### src/rtl/spi_arb_pkg.sv
// Shared types, idle bus levels and counter sizing for the SPI flash arbiter.
package spi_arb_pkg;

    typedef enum logic [1:0] {
        IDLE  = 2'd0,
        GRANT = 2'd1,
        GUARD = 2'd2
    } arb_state_e;

    // Levels driven onto the flash pads whenever no owner is connected
    localparam logic SPI_IDLE_CS   = 1'b1;
    localparam logic SPI_IDLE_SCK  = 1'b0;
    localparam logic SPI_IDLE_MOSI = 1'b0;

    // Bits needed to hold values 0..n; never narrower than one bit
    function automatic int unsigned cnt_w(input int unsigned n);
        return (n == 0) ? 32'd1 : 32'($clog2(n + 1));
    endfunction

    localparam int unsigned GUARD_CYCLES_DEF   = 4;
    localparam int unsigned TIMEOUT_CYCLES_DEF = 0;
    localparam int unsigned GUARD_CNT_W_DEF    = cnt_w(GUARD_CYCLES_DEF);
    localparam int unsigned HOLD_CNT_W_DEF     = cnt_w(TIMEOUT_CYCLES_DEF);

endpackage

### src/rtl/spi_arb_counter.sv
// Loadable down-counter that saturates at zero; done_c is high while at zero.
module spi_arb_counter #(
    parameter int unsigned W = 8
) (
    input  logic         clk,
    input  logic         reset,
    input  logic         load,
    input  logic [W-1:0] load_val,
    input  logic         en,
    output logic         done_c
);

    logic [W-1:0] count;

    // Load wins over count; counting stops at zero
    always_ff @(posedge clk) begin
        if (reset) begin
            count <= '0;
        end else if (load) begin
            count <= load_val;
        end else if (en && (count != '0)) begin
            count <= count - W'(1);
        end
    end

    assign done_c = (count == '0);

endmodule

### src/rtl/spi_flash_arbiter.sv
// Two-requester arbiter for the shared SPI configuration flash: round-robin
// grant, chip-select-high guard gap between owners, optional hold timeout.
module spi_flash_arbiter
    import spi_arb_pkg::*;
#(
    parameter int unsigned GUARD_CYCLES   = GUARD_CYCLES_DEF,
    parameter int unsigned TIMEOUT_CYCLES = TIMEOUT_CYCLES_DEF
) (
    input  logic clk_48mhz,
    input  logic reset,
    input  logic req0,
    input  logic req1,
    output logic gnt0,
    output logic gnt1,
    input  logic cs0,
    input  logic sck0,
    input  logic mosi0,
    input  logic cs1,
    input  logic sck1,
    input  logic mosi1,
    output logic miso0,
    output logic miso1,
    input  logic spi_miso,
    output logic spi_cs,
    output logic spi_sck,
    output logic spi_mosi,
    output logic owner,
    output logic busy,
    output logic timeout_evt
);

    localparam int unsigned GUARD_W = cnt_w(GUARD_CYCLES);
    localparam int unsigned HOLD_W  = cnt_w(TIMEOUT_CYCLES);

    arb_state_e state, state_d;
    logic owner_d, gnt0_d, gnt1_d, busy_d, timeout_d;
    logic cs_d, sck_d, mosi_d;
    logic blocked0, blocked1, blocked0_d, blocked1_d;
    logic guard_load, hold_load, guard_done_c, hold_done_c;
    logic own_req, oth_req, elig0, elig1, hold_expired;

    assign own_req      = owner ? req1 : req0;
    assign oth_req      = owner ? req0 : req1;
    assign elig0        = req0 & ~blocked0;
    assign elig1        = req1 & ~blocked1;
    assign hold_expired = (TIMEOUT_CYCLES != 0) && hold_done_c && oth_req;

    // Guard gap: loaded on release so GUARD lasts exactly GUARD_CYCLES cycles
    spi_arb_counter #(.W(GUARD_W)) u_guard_cnt (
        .clk      (clk_48mhz),
        .reset    (reset),
        .load     (guard_load),
        .load_val (GUARD_W'(GUARD_CYCLES - 1)),
        .en       (state == GUARD),
        .done_c   (guard_done_c)
    );

    // Hold timer: reaches zero after TIMEOUT_CYCLES cycles of contention
    spi_arb_counter #(.W(HOLD_W)) u_hold_cnt (
        .clk      (clk_48mhz),
        .reset    (reset),
        .load     (hold_load),
        .load_val (HOLD_W'(TIMEOUT_CYCLES)),
        .en       ((state == GRANT) && oth_req),
        .done_c   (hold_done_c)
    );

    // Next state, arbitration and next values of every registered output
    always_comb begin
        state_d    = state;
        owner_d    = owner;
        timeout_d  = 1'b0;
        cs_d       = SPI_IDLE_CS;
        sck_d      = SPI_IDLE_SCK;
        mosi_d     = SPI_IDLE_MOSI;
        blocked0_d = blocked0 & req0;
        blocked1_d = blocked1 & req1;
        guard_load = 1'b0;
        hold_load  = 1'b0;
        case (state)
            IDLE: begin
                if (elig0 || elig1) begin
                    state_d   = GRANT;
                    owner_d   = (elig0 && elig1) ? ~owner : elig1;
                    hold_load = 1'b1;
                end
            end
            GRANT: begin
                if (!own_req) begin
                    state_d    = GUARD;
                    guard_load = 1'b1;
                end else if (hold_expired) begin
                    state_d    = GUARD;
                    guard_load = 1'b1;
                    timeout_d  = 1'b1;
                    if (owner) blocked1_d = 1'b1;
                    else       blocked0_d = 1'b1;
                end else begin
                    cs_d   = owner ? cs1   : cs0;
                    sck_d  = owner ? sck1  : sck0;
                    mosi_d = owner ? mosi1 : mosi0;
                end
            end
            GUARD: begin
                if (guard_done_c) state_d = IDLE;
            end
            default: state_d = IDLE;
        endcase
        gnt0_d = (state_d == GRANT) && !owner_d;
        gnt1_d = (state_d == GRANT) &&  owner_d;
        busy_d = (state_d != IDLE);
    end

    // State and output registers
    always_ff @(posedge clk_48mhz) begin
        if (reset) begin
            state       <= IDLE;
            owner       <= 1'b1;
            gnt0        <= 1'b0;
            gnt1        <= 1'b0;
            busy        <= 1'b0;
            timeout_evt <= 1'b0;
            spi_cs      <= SPI_IDLE_CS;
            spi_sck     <= SPI_IDLE_SCK;
            spi_mosi    <= SPI_IDLE_MOSI;
            blocked0    <= 1'b0;
            blocked1    <= 1'b0;
        end else begin
            state       <= state_d;
            owner       <= owner_d;
            gnt0        <= gnt0_d;
            gnt1        <= gnt1_d;
            busy        <= busy_d;
            timeout_evt <= timeout_d;
            spi_cs      <= cs_d;
            spi_sck     <= sck_d;
            spi_mosi    <= mosi_d;
            blocked0    <= blocked0_d;
            blocked1    <= blocked1_d;
        end
    end

    // MISO returned only to the registered grant holder
    assign miso0 = gnt0 & spi_miso;
    assign miso1 = gnt1 & spi_miso;

endmodule

### config.mk
export PLATFORM = sky130hd
export DESIGN_NAME = spi_flash_arbiter
export DESIGN_NICKNAME = d
export VERILOG_FILES = /design/src/rtl/spi_arb_pkg.sv /design/src/rtl/spi_arb_counter.sv /design/src/rtl/spi_flash_arbiter.sv
export SDC_FILE = /design/constraint.sdc
export NUM_CORES = 1
export LEC_CHECK = 0
export ABC_AREA = 1
export BUFFER_PORTS_ARGS = -buffer_cell sky130_fd_sc_hd__buf_4
export CAP_MARGIN = 20
export CORE_UTILIZATION = 32
export DETAILED_ROUTE_END_ITERATION = 10
export GPL_TIMING_DRIVEN = 0
export PLACE_DENSITY = 0.65
export SLEW_MARGIN = 20
export SYNTH_ARGS = -nofsm -noshare
export SYNTH_HDL_FRONTEND = slang
export SYNTH_SLANG_ARGS = --single-unit
### constraint.sdc
create_clock -name clk_48mhz -period 1.7 [get_ports clk_48mhz]
set_input_delay 0 -clock clk_48mhz [delete_from_list [all_inputs] [get_ports clk_48mhz]]
set_output_delay 0 -clock clk_48mhz [all_outputs]
set_load 0.005 [all_outputs]
; ---- Word-level counts from Yosys, hierarchy flattened
; Cells that the tools add are included.
[op_classes]
n_eq_ne = 3
addsub = 1
n_mux = 15
reduce_logical = 13
bitwise = 11
[op_table]
columns = op, n
row1 = $mux W2, 5
row2 = $mux W1, 9
row3 = $and A1 B1 Y1, 6
row4 = $pmux W2 S3, 1
row5 = $not A1 Y1, 5
row6 = $eq A2 B1 Y1 const B, 2
row7 = $logic_and A1 B1 Y1, 4
row8 = $reduce_bool A2 Y1, 2
row9 = $logic_not A3 Y1, 1
row10 = $reduce_bool A3 Y1, 1
row11 = $reduce_or A3 Y1, 1
row12 = $sub A3 B1 Y3 const B, 1
row13 = $eq A2 B2 Y1 const B, 1
row14 = $logic_not A2 Y1, 1
row15 = $reduce_or A2 Y1, 1
row16 = $logic_not A1 Y1, 1
row17 = $logic_or A1 B1 Y1, 1
[totals]
register_bits = 14
out_inout_bits = 10
input_bits = 11
elab_cells = 55

; ---- Depth between registers and ports, before layout
[logic_depth]
ltp_word = 8
mapped_depth = 8
mapped_depth_nobuf = 8

; ---- Hierarchy
; A second synthesis with hierarchy kept.
[unflattened]
hier_cells = 103
hier_area_um2 = 689.4
[by_module_without_submodules]
columns = module, seq_area_each_um2, area_per_inst_um2, instances, cells_per_inst
row1 = spi_flash_arbiter, 220.2, 488.0, 1, 69
row2 = spi_arb_counter, 60.1, 201.4, 1, 34

; ---- Worst setup path before layout
; Ideal clock, no wire load.
[synth_timing]
path_type = flip-flop to flip-flop
start = register u_guard_cnt.count[0]
end = register u_guard_cnt.count[0]
period_less_slack_ns = 1.052
slack_ns = 0.648
n_path_buf = 0
path_stages_with_launch = 9
t_arrival_ns = 0.942
required_time_ns = 1.591
setup_time_ns = 0.109
cell_sequence = dfxtp_1 > inv_1 > ha_1 > nand2_1 > nand2_1 > nand2_1 > nand3_1 > nand2_1 > inv_1
[synth_between]
elab_chain_len = 3
word_cells_on_any_way = 6
cone_classes = 1 x add/sub / 2 x mux / 3 x reduce/logical
[synth_lines]
columns = element, line_no
row1 = from (decl), spi_arb_counter.sv:13  ; logic [W-1:0] count;
row2 = from (signal assigned), spi_arb_counter.sv:20  ; count <= load_val;
row3 = from (signal assigned), spi_arb_counter.sv:22  ; count <= count - W'(1);
row4 = $sub A3 B1 Y3 or $reduce_bool A3 Y1 (tied branches), "spi_arb_counter.sv:22, spi_arb_counter.sv:21"
row5 = $mux W2 or $logic_and A1 B1 Y1 (tied branches), spi_arb_counter.sv:21  ; end else if (en && (count != '0)) begin
row6 = $mux W2 or $reduce_bool A2 Y1 (tied branches), n/a
; Several ways; a longest one is shown, not always the timed one. The select of a mux whose other input is x is not followed.
; A chain may end at the register's enable or synchronous reset.

; ---- Worst setup path in the final report
[layout_timing]
start = register owner
end = register spi_mosi
[layout_between]
elab_chain_len = 3
word_cells_on_any_way = 4
cone_classes = 2 x mux / 1 x bitwise / 1 x reduce/logical
[layout_lines]
columns = element, line_no
row1 = from (decl), spi_flash_arbiter.sv:27  ; output logic owner,
row2 = from (signal assigned), spi_flash_arbiter.sv:130  ; owner <= owner_d;
row3 = $mux W1, spi_flash_arbiter.sv:42  ; assign own_req = owner ? req1 : req0;
row4 = $not A1 Y1 (no source line), n/a
row5 = $reduce_or A3 Y1 (no source line), n/a
row6 = to (signal assigned), spi_flash_arbiter.sv:137  ; spi_mosi <= mosi_d;
row7 = to (decl), spi_flash_arbiter.sv:26  ; output logic spi_mosi,
; Several ways; a longest one is shown, not always the timed one.

==> impl_metrics.py <==
metrics = {
    "floorplan": {
        "start_util": 0.3567,
        "die_y_um": 47.05,
        "fp.dieW_um": 47.05,
        "core-area_um2": 1821,
        "io_pins": 21,
        "die_area_um2": 2213,
        "num_rows": 15,
    },
    "pwr": {
        "leakage_nw": 0.5116,
        "p_comb_frac": 0.232,
        "p_int_mw": 0.5732,
        "power_density_nw_per_um2": 833.1,
        "ir_worst_vdd_v": 0.0005720,
        "swShare": 0.2755,
        "p_sw_mw": 0.2179,
        "pwr-share-seq": 0.469,
        "power_frac_clock": 0.299,
    },
    "route": {
        "vias": 627,
        "route.detailed.drc": 0,
        "drt_iter0_drc": 23,
        "wl_um": 1290,
        "wl_per_cell_um": 8.836,
        "ant_nets": 0,
        "dr.pass1.iters": 4,
        "via_per_inst": 4.295,
    },
    "synthesis": {
        "synth_cell_type_count": 17,
        "ys_ff_latch": 14,
        "synth.top_cell.area_share": 0.4316,
        "ys_top_cells_by_area": "dfxtp_1, nand2_1, inv_1",
        "synthCells": 89,
        "yosysSeqAreaShare": 0.4316,
        "yosysWarnings": 0,
        "yosysMostFrequentCell": "nand2_1",
        "synth_area_um2": 649.4,
        "synth_edf_count": 0,
        "ys.flop_type": "dfxtp_1",
        "async_flop_share": 0,
        "syn-num-nets": 102,
        "synth_top_cell_by_area": "dfxtp_1",
        "synth_area_per_cell_um2": 7.296,
        "synth_common_cells": "nand2_1, dfxtp_1, inv_1",
    },
    "timing": {
        "finalSetupViolCount": 0,
        "rsz0062_at_grt": "false",
        "drv_slew": 0,
        "tns_ns": 0,
        "fmax_mhz": 625.7,
        "hold_viol": 0,
        "holdWs_ns": 0.1739,
        "fin_ws_ns": 0.1019,
        "min_period_over_period": 0.9401,
        "fin_crit_ns": 1.598,
        "finalClockSkew_ns": 0.003795,
    },
    "clock_network": {
        "cts.htree.levels": 1,
        "clock_latency_ns": 0.28,
        "cts.repair.resized": 0,
        "root_buffer": "clkbuf_4",
        "clk_pin_slew_ns": 0.08,
        "clockBufferDepth": 2,
        "cts_sinks": 14,
        "cts_made_buffers": 3,
        "cts_tree": "yes",
    },
    "cells_and_area": {
        "stdcell_count": 146,
        "drive_gt1_frac": 0.3223,
        "fin_area_um2": 949.7,
        "num_antenna_cells": 0,
        "nNetsFinal": 135,
        "synthToLayoutAreaGrowth_pct": 46.24,
    },
    "critical_path": {
        "r2r_start": "owner",
        "crit_type": "flop to flop",
        "startpoint_type": "flop",
        "reg2reg_to": "spi_mosi",
        "arrival_ns": 1.83,
        "rrSetupSlack_ns": 0.10,
        "endpoint_kind": "flop",
        "worstPathRequired_ns": 1.93,
        "cp_max_fo": 7,
        "r2r_cells": 7,
    },
    "placement": {
        "dpl-instance-area_um2": 823.3,
        "gp_congestion": 0.8098,
        "io_buffers": 19,
        "dp_hpwl_um": 948.7,
        "post-place-ws_ns": 0.5403,
        "dp.cells": 133,
    },
    "job": {
        "max-cap-violations": 0,
    },
    "grt": {
        "first_global_vias": 504,
        "antenna_found_initial": 0,
        "grt_max_degree": 9,
        "grt-ovfl-total": 0,
        "grt_pass1_wl_um": 1980,
        "grt_usage": 0.1280,
    },
    "min_path": {
        "hp-class": "input port to flop",
        "holdPathStages": 5,
        "min-delay-start": "req1",
        "hold-path-endpoint": "owner",
    },
    "outcome": {
        "status": "finished clean",
    },
}
-- worst max-delay path by stage --
stage | from | end | slack [ns] | depth (start not counted)
6_report | owner | spi_mosi | 0.10 | 7
5_1_grt | owner | spi_mosi | 0.02 | 7
4_1_cts | owner | spi_mosi | 0.10 | 8
3_5_place_dp | u_guard_cnt.count[0] | u_guard_cnt.count[1] | 0.54 | 8
3_3_place_gp | u_guard_cnt.count[0] | u_guard_cnt.count[0] | 0.58 | 8
2_1_floorplan | u_guard_cnt.count[0] | u_guard_cnt.count[0] | 0.65 | 8
-- worst max-delay path: stages (launching register included) --
cell	delay [ns]
dfxtp_1	0.46
nand2_1	0.14
nand2_2	0.09
nand2_2	0.07
inv_2	0.07
nand2_2	0.06
a21oi_2	0.11
dlygate4sd3_1	0.54
-- power by group through the flow --
stage	clock [mW]	combinational (mW)	sequential [mW]
after floorplan	0	0.105	0.379
after global placement	0	0.167	0.379
after detailed placement	0	0.171	0.379
after CTS	0.249	0.184	0.372
after global routing	0.267	0.207	0.374
final	0.237	0.183	0.371
-- layer usage --
metal / track usage / part of all wire / vias to the layer above
li1: - / - / 332
met1: 0.1647 / 0.45 / 277
met2: 0.2028 / 0.50 / 18
met3: 0.05769 / 0.057 / 0
met4: 0.01714 / 0 / 0
met5: 0 / 0 / -
-- registers in the layout, summed over array words and instances, names as in the netlist --
| name | flops |
|---|---|
| u_guard_cnt.count | 3 |
| state | 2 |
| blocked0 | 1 |
| blocked1 | 1 |
| busy | 1 |
| gnt0 | 1 |
| gnt1 | 1 |
| owner | 1 |
| spi_cs | 1 |
| spi_mosi | 1 |
| spi_sck | 1 |
-- placed cells by master (no fill, tap or decap) --
| master | netlist | routed |
|---|---|---|
| a21oi_2 | 2 | 2 |
| clkbuf_4 | 0 | 3 |
| ha_1 | 2 | 2 |
| buf_4 | 1 | 20 |
| dlygate4sd3_1 | 0 | 9 |
| nand3_1 | 6 | 6 |
| nor2_2 | 3 | 3 |
| nand3b_1 | 1 | 1 |
| a21oi_1 | 1 | 1 |
| inv_2 | 3 | 3 |
| nand4_1 | 1 | 1 |
| nor2_1 | 5 | 5 |
| dfxtp_1 | 14 | 14 |
| clkbuf_8 | 0 | 1 |
| nand2_2 | 4 | 4 |
| xor2_1 | 1 | 1 |
| inv_1 | 14 | 14 |
| nand2_1 | 27 | 27 |
| nand3_2 | 3 | 3 |
| conb_1 | 1 | 1 |
-- final cells by class --
class,count,area [um^2]
fill,190,870.8
sequential,14,280.3
tap,25,31.28
timing repair buffer,28,232.7
clock buffer,4,36.28
inverter,17,63.81
multi-input combinational,57,297.8
buffer,1,7.507
-- timing repair --
item | in CTS | in global routing
setup buffers | 0 | 0
hold buffers | 9 | 0
endpoints found under the hold margin | 6 | 0
-- per-stage QoR --
stage	power, mW	utilization
floorplan	0.4839	-
global placement	0.5457	0.4522
detailed placement	0.5500	0.4522
CTS	0.8044	0.5216
global route	0.8483	0.5216
finish	0.7912	0.5216
-- cells by family (layout without fill, tap and decap cells) --
group                      count (synthesis)  after routing  share of synthesized area
and+or+nand+nor                           50             50                     0.3661
other                                      1              1                   0.005775
xor gates and xnor gates                   1              1                    0.01349
AOI/OAI and AO/OA                          3              3                    0.03468
buffers and inverters                     18             50                     0.1098
adders and majority gates                  2              2                    0.03853
DFF                                       14             14                     0.4316
Note: power is estimated with default switching activity, not from simulation.
